[config.mk]
export PLATFORM = sky130hd
export DESIGN_NAME = priority_decoder_latch_flat
export DESIGN_NICKNAME = d
export VERILOG_FILES = /design/src/rtl/priority_decoder_latch_if.sv /design/src/rtl/priority_decoder_latch.sv /design/src/flat_wrapper.sv
export SDC_FILE = /design/constraint.sdc
export NUM_CORES = 1
export LEC_CHECK = 0
export ABC_AREA = 1
export CAP_MARGIN = 10
export CORE_MARGIN = 2
export CORE_UTILIZATION = 45
export CTS_CLUSTER_SIZE = 40
export DETAILED_ROUTE_END_ITERATION = 8
export GPL_ROUTABILITY_DRIVEN = 0
export GPL_TIMING_DRIVEN = 0
export PLACE_DENSITY = 0.74
export SLEW_MARGIN = 15
export SYNTH_ARGS = -nofsm -noshare
export SYNTH_HDL_FRONTEND = slang
export SYNTH_SLANG_ARGS = --single-unit
[constraint.sdc]
create_clock -name clk -period 1.6 [get_ports clk]
set_input_delay 0.32 -clock clk [delete_from_list [all_inputs] [get_ports clk]]
set_output_delay 0.32 -clock clk [all_outputs]
set_load 0.1 [all_outputs]
[src/rtl/priority_decoder_latch_if.sv]
// Bus between the priority encoder's consumer side and the decoder/latch block.
// The master drives the index/clear/select inputs; the slave returns decode, flags and counts.
interface priority_decoder_latch_if #(
  parameter int unsigned N_LINES = 4,
  parameter int unsigned IDX_W   = 2,
  parameter int unsigned CNT_W   = 4
);
  logic [IDX_W-1:0]   in_idx;
  logic               in_valid;
  logic               clr_en;
  logic [N_LINES-1:0] clr_mask;
  logic [IDX_W-1:0]   cnt_sel;
  logic [N_LINES-1:0] out_onehot;
  logic               out_valid;
  logic [N_LINES-1:0] pending;
  logic [CNT_W-1:0]   cnt_out;
  logic               idx_err;
  logic               overflow;

  modport master (
    output in_idx, in_valid, clr_en, clr_mask, cnt_sel,
    input  out_onehot, out_valid, pending, cnt_out, idx_err, overflow
  );

  modport slave (
    input  in_idx, in_valid, clr_en, clr_mask, cnt_sel,
    output out_onehot, out_valid, pending, cnt_out, idx_err, overflow
  );
endinterface

[src/rtl/priority_decoder_latch.sv]
// Regenerates the one-hot request line from an (index, valid) bus and keeps
// sticky per-line pending flags plus saturating per-line event counters.
module priority_decoder_latch #(
  parameter int unsigned N_LINES = 4,
  parameter int unsigned IDX_W   = 2,
  parameter int unsigned CNT_W   = 4
) (
  input  logic                   clk,
  input  logic                   rst,
  priority_decoder_latch_if.slave bus
);
  localparam int unsigned N_IDX = 1 << IDX_W;
  localparam logic [CNT_W-1:0] CNT_MAX = '1;

  logic               accept_c;
  logic               err_c;
  logic               clr_all_c;
  logic               sat_hit_c;
  logic [N_LINES-1:0] dec_c;
  logic [N_LINES-1:0] clr_c;
  logic [CNT_W-1:0]   cnt_d [N_LINES];
  logic [CNT_W-1:0]   cnt_rd [N_IDX];

  logic [N_LINES-1:0] onehot_q;
  logic               valid_q;
  logic [N_LINES-1:0] pend_q;
  logic               idx_err_q;
  logic               ovf_q;
  logic [CNT_W-1:0]   cnt_q [N_LINES];

  // Input qualification and decode of the accepted index
  always_comb begin
    accept_c  = bus.in_valid && (32'(bus.in_idx) < N_LINES);
    err_c     = bus.in_valid && (32'(bus.in_idx) >= N_LINES);
    dec_c     = accept_c ? (N_LINES'(1) << bus.in_idx) : '0;
    clr_c     = bus.clr_en ? bus.clr_mask : '0;
    clr_all_c = bus.clr_en && (&bus.clr_mask);
  end

  // Counter next-state: clear first, then the event; a saturated counter holds
  always_comb begin
    sat_hit_c = 1'b0;
    for (int unsigned i = 0; i < N_LINES; i++) begin
      cnt_d[i] = cnt_q[i];
      if (clr_c[i]) begin
        cnt_d[i] = '0;
      end
      if (dec_c[i]) begin
        if (cnt_q[i] == CNT_MAX) begin
          sat_hit_c = 1'b1;
        end
        if (clr_c[i]) begin
          cnt_d[i] = CNT_W'(1);
        end else if (cnt_q[i] != CNT_MAX) begin
          cnt_d[i] = cnt_q[i] + CNT_W'(1);
        end
      end
    end
  end

  // Read port padded to the full index space so unused selects read zero
  always_comb begin
    for (int unsigned i = 0; i < N_IDX; i++) begin
      cnt_rd[i] = '0;
    end
    for (int unsigned i = 0; i < N_LINES; i++) begin
      cnt_rd[i] = cnt_q[i];
    end
  end

  always_ff @(posedge clk or posedge rst) begin
    if (rst) begin
      onehot_q  <= '0;
      valid_q   <= 1'b0;
      pend_q    <= '0;
      idx_err_q <= 1'b0;
      ovf_q     <= 1'b0;
      for (int unsigned i = 0; i < N_LINES; i++) begin
        cnt_q[i] <= '0;
      end
    end else begin
      onehot_q  <= dec_c;
      valid_q   <= accept_c;
      pend_q    <= dec_c | (pend_q & ~clr_c);
      idx_err_q <= err_c | (idx_err_q & ~clr_all_c);
      ovf_q     <= sat_hit_c | (ovf_q & ~clr_all_c);
      for (int unsigned i = 0; i < N_LINES; i++) begin
        cnt_q[i] <= cnt_d[i];
      end
    end
  end

  assign bus.out_onehot = onehot_q;
  assign bus.out_valid  = valid_q;
  assign bus.pending    = pend_q;
  assign bus.idx_err    = idx_err_q;
  assign bus.overflow   = ovf_q;
  assign bus.cnt_out    = cnt_rd[bus.cnt_sel];
endmodule

[src/flat_wrapper.sv]
// flat-port wrapper written by rule: the top's interface ports become plain ports
module priority_decoder_latch_flat 
#(
  parameter int unsigned N_LINES = 4,
  parameter int unsigned IDX_W   = 2,
  parameter int unsigned CNT_W   = 4
)
  (clk, rst, bus_in_idx, bus_in_valid, bus_clr_en, bus_clr_mask, bus_cnt_sel, bus_out_onehot, bus_out_valid, bus_pending, bus_cnt_out, bus_idx_err, bus_overflow);
  priority_decoder_latch_if #(.N_LINES(N_LINES), .IDX_W(IDX_W), .CNT_W(CNT_W)) bus_i ();
  input  logic clk;
  input  logic rst;
  input wire logic [$bits(bus_i.in_idx)-1:0] bus_in_idx;
  input wire logic [$bits(bus_i.in_valid)-1:0] bus_in_valid;
  input wire logic [$bits(bus_i.clr_en)-1:0] bus_clr_en;
  input wire logic [$bits(bus_i.clr_mask)-1:0] bus_clr_mask;
  input wire logic [$bits(bus_i.cnt_sel)-1:0] bus_cnt_sel;
  output wire logic [$bits(bus_i.out_onehot)-1:0] bus_out_onehot;
  output wire logic [$bits(bus_i.out_valid)-1:0] bus_out_valid;
  output wire logic [$bits(bus_i.pending)-1:0] bus_pending;
  output wire logic [$bits(bus_i.cnt_out)-1:0] bus_cnt_out;
  output wire logic [$bits(bus_i.idx_err)-1:0] bus_idx_err;
  output wire logic [$bits(bus_i.overflow)-1:0] bus_overflow;
  assign bus_i.in_idx = bus_in_idx;
  assign bus_i.in_valid = bus_in_valid;
  assign bus_i.clr_en = bus_clr_en;
  assign bus_i.clr_mask = bus_clr_mask;
  assign bus_i.cnt_sel = bus_cnt_sel;
  assign bus_out_onehot = bus_i.out_onehot;
  assign bus_out_valid = bus_i.out_valid;
  assign bus_pending = bus_i.pending;
  assign bus_cnt_out = bus_i.cnt_out;
  assign bus_idx_err = bus_i.idx_err;
  assign bus_overflow = bus_i.overflow;
  priority_decoder_latch #(.N_LINES(N_LINES), .IDX_W(IDX_W), .CNT_W(CNT_W)) u_core (.clk(clk), .rst(rst), .bus(bus_i));
endmodule
# Yosys cells after proc, flatten, opt, wreduce, memory -nomap -nowiden
# Cells that the tools add are included.
[word_totals] register_bits=27 in_bits=12 out_inout_bits=15 wordCells=62
[op_classes] addsub=4 magnitude_cmp=1 n_eq_ne=8 n_shift=1 n_mux=29 n_bitwise=8 n_reduce_logical=2
[ops] operator="two-way mux 4 bit" n=20
[ops] operator="adder 4 x 1 -> 4 bit, second input constant" n=4
[ops] operator="equality test 4 bit, second input constant" n=4
[ops] operator="!= test 4 bit, second input constant" n=4
[ops] operator="binary-select mux 4 bit (select 2 bit)" n=1
[ops] operator="two-way mux 1 bit" n=8
[ops] operator="AND 4 bit" n=1
[ops] operator="NOT 4 bit" n=1
[ops] operator="OR 4 bit" n=1
[ops] operator="AND reduction 4 bit" n=1
[ops] operator="<< shifter 1 x 2 -> 4 bit, first input constant" n=1
[ops] operator=">= comparator 3 bit, second input constant" n=1
[ops] operator="NOT 2 -> 3 bit" n=1
[ops] operator="AND 1 bit" n=2
[ops] operator="logical AND 1 bit" n=1
[ops] operator="NOT 1 bit" n=1
[ops] operator="OR 1 bit" n=1

# Depth between registers and ports, before layout
# Gate-level depths: netlist of run 1.
[logic_depth] ltp_word=10 ltp_mapped=7 depth_no_buf=7

# Worst setup path before layout of run 1
# OpenSTA, ideal clock, no wires.
[synth_timing] path_kind="input to output" startpoint="in bus_cnt_sel[0]" endpoint="out bus_cnt_out[0]" t_arrival_ps=2610 required_ps=1280 slack_ps=-1330 stages=3 n_path_buf=0 cell_sequence="clkinv_1 > o21ai_0 > o21ai_0"
[synth_between] elab_chain_len=4
[synth_rtl] item="from (decl)" line_no="flat_wrapper.sv:16" text="input wire logic [$bits(bus_i.cnt_sel)-1:0] bus_cnt_sel;"
[synth_rtl] item="NOT 2 -> 3 bit (implied by the code)" line_no="priority_decoder_latch.sv:98" text="assign bus.cnt_out = cnt_rd[bus.cnt_sel];"
[synth_rtl] item="binary-select mux 4 bit (select 2 bit)" line_no="priority_decoder_latch.sv:98"
[synth_rtl] item="two-way mux 4 bit (implied by the code) (2 in series)" line_no="priority_decoder_latch.sv:98"
[synth_rtl] item="to (decl)" line_no="flat_wrapper.sv:20" text="output wire logic [$bits(bus_i.cnt_out)-1:0] bus_cnt_out;"
# No other way between the ends. The select of a mux whose other input is x is not followed.

# Worst setup path after layout of run 1
[layout_timing] startpoint="in bus_cnt_sel[1]" endpoint="out bus_cnt_out[0]"
# The elaborated chain is that of the path after synthesis.

==> summary.log, run 1 <==
qor: setup_path.setup.worst_path.start_class input pin
qor: cells_and_area.antenna-diode-count 0
qor: sta.final.min_clock_period 1.60 ns
qor: sta.max_freq 625 MHz
qor: yosys.netlist_instances 196
qor: power.power.static_leakage 0.958 nW
qor: clocking.cts_tree yes
qor: setup_path.critical_path_class input pin to primary output
qor: yosys.syn_nets 212
qor: routing.post-route-drc-count 0
qor: sta.worst-slew-pin-transition 0.963 ns
qor: setup_path.cp-startpoint bus_cnt_sel[1]
qor: cells_and_area.post_route_cells_drive_above_1_share 0.233
qor: floorplan.chipHeight 60.9 um
qor: sta.final_min_period_over_clock_period 1.00
qor: sta.postLayoutSetupSlackWorst -0.000830 ns
qor: sta.timing.hold.ws 0.361 ns
qor: power.clockPowerShare 0.169
qor: power.power.switching_fraction 0.424
qor: floorplan.boundaryPins 27
qor: global_route.grt_first_pass_wirelength 6130 um
qor: global_route.groute.usage.overall 0.222
qor: sta.setup-tns-final -0.000830 ns
qor: floorplan.std_cell_rows 20
qor: power.irDropWorstVdd 0.736 mV
qor: setup_path.timing.critical_path.to_type primary output
qor: sta.timing.final.hold_violations 0
qor: yosys.synth-seq-area-share 0.464
qor: clocking.cts_buffer_depth 2
qor: power.pwr-share-comb 0.397
qor: setup_path.critical_path.reg2reg.startpoint u_core.cnt_q[4]
qor: clocking.htree_num_levels 1
qor: sta.relSlewSlack 0.354
qor: status.run_status finished with violations
qor: global_route.grt_overflow_total 0
qor: power.power.net_switching 783 uW
qor: floorplan.core_area 0.00308 sq mm
qor: clocking.cts_buffer_count 3
qor: job.count_of_maximum_capacitance_violations 0
qor: yosys.combined_area_of_all_synthesized_cells 0.00146 sq mm
qor: floorplan.initial_core_util 0.474
qor: sta.final.setup_skew 0.0135 ns
qor: worst_hold_path.hold_path.class input pin to asynchronous set/reset pin
qor: routing.drt_first_pass_iters 4
qor: routing.drt-total-wl 3610 um
qor: global_route.via_count_of_the_first_global_routing_pass 1354
qor: routing.detail-route-antenna-nets 0
qor: power.seq_power_share 0.434
qor: global_route.grt_max_degree 28
qor: global_route.antenna_found_initial 0
qor: setup_path.timing.critical_path.arrival 1.28 ns
qor: clocking.cts_hold_buf 0
qor: clocking.cts_root_buffer clkbuf_4
qor: routing.drt-vias-per-instance 5.26
qor: clocking.clk_transition_reported_paths 0.16 ns
qor: yosys.syn-mean-instance-area 7.44 sq um
qor: power.cellInternalPower 1.07 mW
qor: floorplan.floorplan.die_area 0.00371 sq mm
qor: yosys.yosysUniqueCellTypes 18
qor: cells_and_area.finalNetCount 257
qor: placement.buffer_ports.inserted 26
qor: cells_and_area.areaGrowthSynthToFinish 35.6%
qor: clocking.clock_sinks 27
qor: floorplan.fp.dieW 60.9 um
qor: power.power-per-cell-area 935 mW/mm^2
qor: yosys.ys.warnings.count 0
qor: placement.place_worst_setup_slack -1.45 ns
qor: routing.first_iter_violations 90
qor: yosys.yosys_register_bits 27
qor: sta.setup_repair_after_global_routing_missed_its_margin yes
qor: routing.routedWlPerCell 12.7 um
qor: status.failed_checks negative setup slack
qor: clocking.clk-insertion-delay-late 0.34 ns
qor: setup_path.crit_fanout 6
qor: routing.via_count 1493
qor: sta.setup-violations-final 1
qor: placement.detailedPlacementHpwl 2440 um
qor: cells_and_area.final_core_util 0.642
qor: sta.final_max_slew_viol_count 0
qor: setup_path.worstPathRequired 1.28 ns
layout make-up:
cell class | instances | area (sq um)
Fill cell | 278 | 1100
Inverter | 25 | 98.8
Tap cell | 44 | 55.1
Multi-Input combinational cell | 144 | 758
Sequential cell | 27 | 681
Clock buffer | 4 | 26.3
Timing Repair Buffer | 40 | 358
cells in the final DEF (no fill, tap or decap), types with 4 or more instances in the layout:
cell / synthesis / final
nand4_1: 6 / 6
dfrtp_1: 27 / 23
o21ai_0: 19 / 10
inv_1: 23 / 20
ha_1: 4 / 4
o21ai_2: 0 / 5
nor2_1: 24 / 22
a21oi_1: 8 / 6
nand2_1: 52 / 52
dfrtp_2: 0 / 4
clkdlybuf4s50_1: 0 / 9
buf_2: 0 / 7
nand3_1: 21 / 21
buf_4: 0 / 14
critical path, cell delays in order:
cell and delay, ns:
dlygate4sd2_1 0.27, inv_2 0.14, o21ai_0 0.13, o21ai_2 0.21
buf_12 0.20
per-layer routing:
metal,vias up,part of all wire,global-route usage,wire [um]
met2,51,0.47,0.369,1700
met3,10,0.063,0.0554,226
li1,732,-,-,-
met1,700,0.45,0.298,1610
met4,0,0.020,0.0404,72
met5,-,0,0,0
cell usage after synthesis:
cell type,n,area [sq um]
inv_1,23,86.3
nor3_1,1,5.00
dfrtp_1,27,676
clkinv_1,1,3.75
a21oi_1,8,40.0
ha_1,4,50.1
nand2_1,52,195
and2_1,1,6.26
nand3_1,21,105
nor2_4,2,22.5
nand4_1,6,37.5
nor2_2,1,6.26
o211ai_1,1,7.51
o21ai_0,19,95.1
nor2_1,24,90.1
inv_2,1,3.75
o22ai_1,2,12.5
a21boi_0,2,15.0
registers in the layout (all words and copies together), names as in the netlist:
register               count
u_core.cnt_q              16
u_core.bus.overflow        1
u_core.bus.out_onehot      4
u_core.bus.pending         4
u_core.bus.idx_err         1
u_core.bus.out_valid       1
final timing paths:
check	cells past startpoint	slack, ns	end
min in group clk	2	0.49	u_core.bus.pending[3]
max	5	-0.0008	bus_cnt_out[0]
min reg2reg	2	0.49	u_core.bus.pending[3]
max reg2reg	9	0.06	u_core.cnt_q[4]
min	2	0.36	u_core.cnt_q[5]
max in group asynchronous	2	0.74	u_core.cnt_q[10]
cells by family (layout without fill, tap and decap cells):
family	count (synthesis)	in the layout	synth area share
AO/OA/AOI/OAI	32	32	0.117
AND/OR/NAND/NOR	108	108	0.321
buffers and inverters	25	69	0.0644
flip-flops	27	27	0.464
adder cells (fa/ha/maj)	4	4	0.0343
stage by stage:
stage          std cells  total power [mW]  area [sq um]
2_1_floorplan        196              1.30          1500
6_report             284              1.85          1980
5_1_grt              284              1.95          1980
3_5_place_dp         266              1.47          1820
3_3_place_gp         266              1.46          1820
4_1_cts              282              1.85          1990
what timing repair did:
action	4_1_cts	5_1_grt
pin swaps	2	0
gates cloned	0	0
gates resized for setup	84	26
setup endpoints to repair	15	14
setup buffers	12	2
power by group through the flow:
stage          Sequential (mW)  Combinational (mW)  Clock, mW
3_5_place_dp             0.831               0.639          0
3_3_place_gp             0.828               0.630          0
4_1_cts                  0.803               0.731      0.313
5_1_grt                  0.811               0.791      0.346
6_report                 0.803               0.733      0.312
2_1_floorplan             1.01               0.284          0
Power figures use the tool's default switching activity.
==> run 2, diff against run 1 <==
--- a/config.mk
+++ b/config.mk
@@ -5,15 +5,14 @@
 export SDC_FILE = /design/constraint.sdc
 export NUM_CORES = 1
 export LEC_CHECK = 0
-export ABC_AREA = 1
 export CAP_MARGIN = 10
 export CORE_MARGIN = 2
 export CORE_UTILIZATION = 45
-export CTS_CLUSTER_SIZE = 40
+export CTS_CLUSTER_SIZE = 16
 export DETAILED_ROUTE_END_ITERATION = 8
 export GPL_ROUTABILITY_DRIVEN = 0
 export GPL_TIMING_DRIVEN = 0
-export PLACE_DENSITY = 0.74
+export PLACE_DENSITY = 0.75
 export SLEW_MARGIN = 15
 export SYNTH_ARGS = -nofsm -noshare
 export SYNTH_HDL_FRONTEND = slang
==> summary.log, run 2 <==
qor: sta.timing.hold.ws 0.252 ns [-0.108 ns]
qor: setup_path.timing.critical_path.arrival 1.51 ns [+0.23 ns]
qor: sta.setup_repair_after_global_routing_missed_its_margin yes
qor: routing.routedWlPerCell 16.7 um [+32%]
qor: floorplan.chipHeight 59.2 um [-2.8%]
qor: routing.drt_first_pass_iters 4 [unchanged]
qor: sta.timing.final.hold_violations 0 [unchanged]
qor: job.count_of_maximum_capacitance_violations 0 [unchanged]
qor: routing.detail-route-antenna-nets 0 [unchanged]
qor: yosys.synth_most_common_cell dfrtp_1
qor: yosys.postSynth.asyncResetShare 1.00 [unchanged]
qor: power.power.static_leakage 0.843 nW [-12%]
qor: power.power.switching_fraction 0.376 [-0.0474]
qor: placement.dpl.cell_count 183 [-31%]
qor: setup_path.critical_path.reg2reg.startpoint u_core.cnt_q[9]
qor: global_route.grt_overflow_total 0 [unchanged]
qor: yosys.synthFlopType dfrtp_1
qor: yosys.syn_nets 141 [-33%]
qor: yosys.synth_adder_area_share 0.0365 [+0.00213]
qor: cells_and_area.antenna-diode-count 0 [unchanged]
qor: yosys.netlist_instances 125 [-36%]
qor: clocking.cts_hold_buf 0 [unchanged]
qor: sta.final_max_slew_viol_count 0 [unchanged]
qor: placement.detailedPlacementHpwl 2290 um [-5.9%]
qor: routing.drt-total-wl 3350 um [-7.3%]
qor: worst_hold_path.hold_path.class input pin to flip-flop
qor: cells_and_area.fill_cells 238 [-14%]
qor: global_route.via_count_of_the_first_global_routing_pass 1247 [-7.9%]
qor: routing.drt-vias-per-instance 6.14 [+17%]
qor: sta.setup-violations-final 4 [+3]
qor: setup_path.crit_path_end bus_cnt_out[0]
qor: global_route.antenna_found_initial 0 [unchanged]
qor: cells_and_area.final_cell_mix 22 x dfrtp_1, 14 x buf_4, 12 x nand3_1, 12 x nand2_1
qor: yosys.synth-seq-area-share 0.492 [+0.0287]
qor: clocking.cts_root_buffer clkbuf_4
qor: routing.via_count 1228 [-18%]
qor: yosys.synth-edff-count 0 [unchanged]
qor: clocking.clk-insertion-delay-late 0.34 ns [about the same]
qor: setup_path.reg2regPathDepth 5 [-4]
qor: power.pwr-share-comb 0.306 [-0.091]
qor: sta.final_min_period_over_clock_period 1.15 [+0.145]
qor: power.seq_power_share 0.499 [+0.065]
qor: sta.setup-tns-final -0.782 ns [-0.781 ns]
qor: power.irDropWorstVdd 0.514 mV [-30%]
qor: yosys.synth_compound_area_frac 0.141 [+0.0246]
qor: routing.post-route-drc-count 0 [unchanged]
qor: routing.first_iter_violations 25 [-72%]
qor: setup_path.r2r_path_end u_core.cnt_q[8]
qor: power.power.net_switching 584 uW [-25%]
qor: floorplan.core_area 0.00298 sq mm [-3.3%]
qor: clocking.htree_num_levels 1 [unchanged]
qor: power.power.total 1.55 mW [-16%]
qor: setup_path.critical_path_class flip-flop to primary output
qor: global_route.grt_first_pass_wirelength 5660 um [-7.6%]
qor: yosys.yosysUniqueCellTypes 30 [+12]
qor: floorplan.std_cell_rows 20 [unchanged]
qor: cells_and_area.finalNetCount 184 [-28%]
qor: status.failed_checks negative setup slack
qor: yosys.yosys-top-cells-count 27 x dfrtp_1, 12 x nand2_1, 12 x nand3_1
qor: cells_and_area.post_route_cells_drive_above_1_share 0.305 [+0.0721]
qor: clocking.cts_buffer_depth 2 [unchanged]
qor: setup_path.timing.critical_path.cells mux4_2, buf_6
qor: setup_path.slowest_library_cell_on_the_worst_path mux4_2
qor: placement.buffer_ports.inserted 25 [-3.8%]
qor: cells_and_area.top_register u_core.cnt_q
qor: yosys.ys.warnings.count 0 [unchanged]
qor: yosys.synth_top_area_cell dfrtp_1
qor: global_route.groute.usage.overall 0.220 [-0.00257]
qor: floorplan.fp.dieW 59.2 um [-2.8%]
qor: clocking.clk_transition_reported_paths 0.15 ns [about the same]
qor: setup_path.cp-startpoint u_core.cnt_q[0]
qor: yosys.yosys.area_share.simple 0.242 [-0.0795]
qor: cells_and_area.areaGrowthSynthToFinish 29.6%
qor: yosys.syn-mean-instance-area 11.0 sq um [+48%]
qor: yosys.yosys_register_bits 27 [unchanged]
qor: status.run_status finished with violations
qor: setup_path.worstPathRequired 1.28 ns [about the same]
qor: yosys.combined_area_of_all_synthesized_cells 0.00137 sq mm [-5.8%]
qor: floorplan.initial_core_util 0.461 [-0.0127]
qor: setup_path.reg2reg_setup_slack 0.06 ns [about the same]
qor: sta.final.setup_skew 0.00560 ns [-0.00790 ns]
qor: sta.relSlewSlack 0.341 [-0.0128]
qor: power.clockPowerShare 0.195 [+0.026]
qor: setup_path.setup.worst_path.start_class flip-flop
qor: yosys.post_synth_mux_area_share 0.0656 [+0.0656]
qor: sta.max_freq 546 MHz [-13%]
qor: yosys.post_synth_xor_area_fraction 0 [unchanged]
qor: clocking.cts_buffer_count 3 [unchanged]
qor: clocking.clock_sinks 27 [unchanged]
qor: power.power-per-cell-area 872 mW/mm^2 [-6.7%]
qor: floorplan.floorplan.die_area 0.00351 sq mm [-5.5%]
qor: sta.postLayoutSetupSlackWorst -0.233 ns [-0.232 ns]
qor: global_route.grt_max_degree 28 [unchanged]
qor: yosys.synth_largest_type_area_fraction 0.492 [+0.0287]
qor: sta.final.min_clock_period 1.83 ns [+0.232 ns]
qor: cells_and_area.max_ffs_per_register 16 [unchanged]
qor: yosys.largest_family_of_logic_cells_by_synthesized_area simple AND/OR/NAND/NOR gates
qor: power.cellInternalPower 968 uW [-9.2%]
qor: clocking.cts_tree yes
qor: yosys.synth_area_leaders dfrtp_1 49%, mux4_2 6.6%, nand3_1 4.4%, ha_1 3.6%, a21oi_1 3.3%
qor: floorplan.boundaryPins 27 [unchanged]
qor: cells_and_area.most_common_library_cell_in_the_layout_ignoring_fill_and_taps dfrtp_1
qor: setup_path.crit_fanout 5 [-1]
qor: setup_path.critical_path.max_stage_delay 0.50 ns [+0.23 ns]
qor: sta.worst-slew-pin-transition 0.982 ns [+0.0191 ns]
qor: setup_path.timing.critical_path.to_type primary output
qor: cells_and_area.finish.cell_count_without_fillers 200 [-30%]
==> run 2: cell count changes after synthesis, sizes merged, moves of 4 or more <==
cell	previous run	this run
inv	24	4
o21ai	19	4
nor2	27	0
nand2	52	12
mux4	0	4
and3	0	5
nor3	1	7
o211ai	1	6
nand4	6	2
nand3	21	12
==> run 2: how the worst min path moves through the flow <==
stage / start / end / depth (start not counted)
3_5_place_dp: u_core.bus.pending[2] / u_core.bus.pending[2] / 2
3_3_place_gp: u_core.bus.pending[2] / u_core.bus.pending[2] / 2
5_1_grt: bus_clr_en / u_core.cnt_q[10] / 2
4_1_cts: bus_clr_en / u_core.cnt_q[11] / 2
6_report: bus_clr_en / u_core.cnt_q[11] / 2
2_1_floorplan: bus_in_valid / u_core.bus.out_valid / 0
==> run 2: stage by stage <==
stage                     instance area (sq um)  worst slack [ns]   util
after global placement                     1660             -1.19  0.559
after global routing                       1780            -0.273  0.597
final                                      1780            -0.233  0.597
after detailed placement                   1660             -1.21  0.559
after floorplan                            1370             0.127      -
after CTS                                  1780            -0.248  0.597
==> run 2: layout make-up <==
type | instances | area, sq um | area share
Sequential cell | 27 | 682 | 0.383
Clock inverter | 1 | 5.00 | 0.00281
Buffer | 1 | 7.51 | 0.00422
Timing Repair Buffer | 38 | 324 | 0.182
Inverter | 5 | 23.8 | 0.0134
Tap cell | 33 | 41.3 | 0.0232
Multi-Input combinational cell | 92 | 673 | 0.378
Clock buffer | 3 | 22.5 | 0.0127
==> run 2: cells by family after synthesis <==
group,Yosys count
simple gates,55
compound gates,29
flops,27
buf+inv,6
mux,4
fa+ha+maj,4
==> run 2: critical path: cells and delay by family, from the launching register on <==
family | cells | cell delay (ns)
flip-flops | 1 | 0.47
buffers and inverters | 1 | 0.20
multiplexers | 1 | 0.50
==> run 2: power groups by stage <==
| stage | Combinational (mW) | Sequential [mW] | Clock, mW |
|---|---|---|---|
| 2_1_floorplan | 0.177 | 0.927 | 0 |
| 3_3_place_gp | 0.435 | 0.789 | 0 |
| 3_5_place_dp | 0.446 | 0.792 | 0 |
| 4_1_cts | 0.462 | 0.774 | 0.314 |
| 5_1_grt | 0.503 | 0.781 | 0.345 |
| 6_report | 0.474 | 0.774 | 0.303 |
==> run 2: what timing repair did <==
item                                    CTS  global route
gates resized for setup                  70            14
endpoints found under the setup margin   15            12
buffers inserted                         10             3
pin swaps                                 0             0
==> run 2: routing by layer <==
metal / vias up / part of all wire / GRT usage
met4: 0 / 0.019 / 0.0942
met1: 598 / 0.42 / 0.265
met5: - / 0 / 0
met3: 9 / 0.060 / 0.0590
li1: 569 / - / -
met2: 52 / 0.50 / 0.367
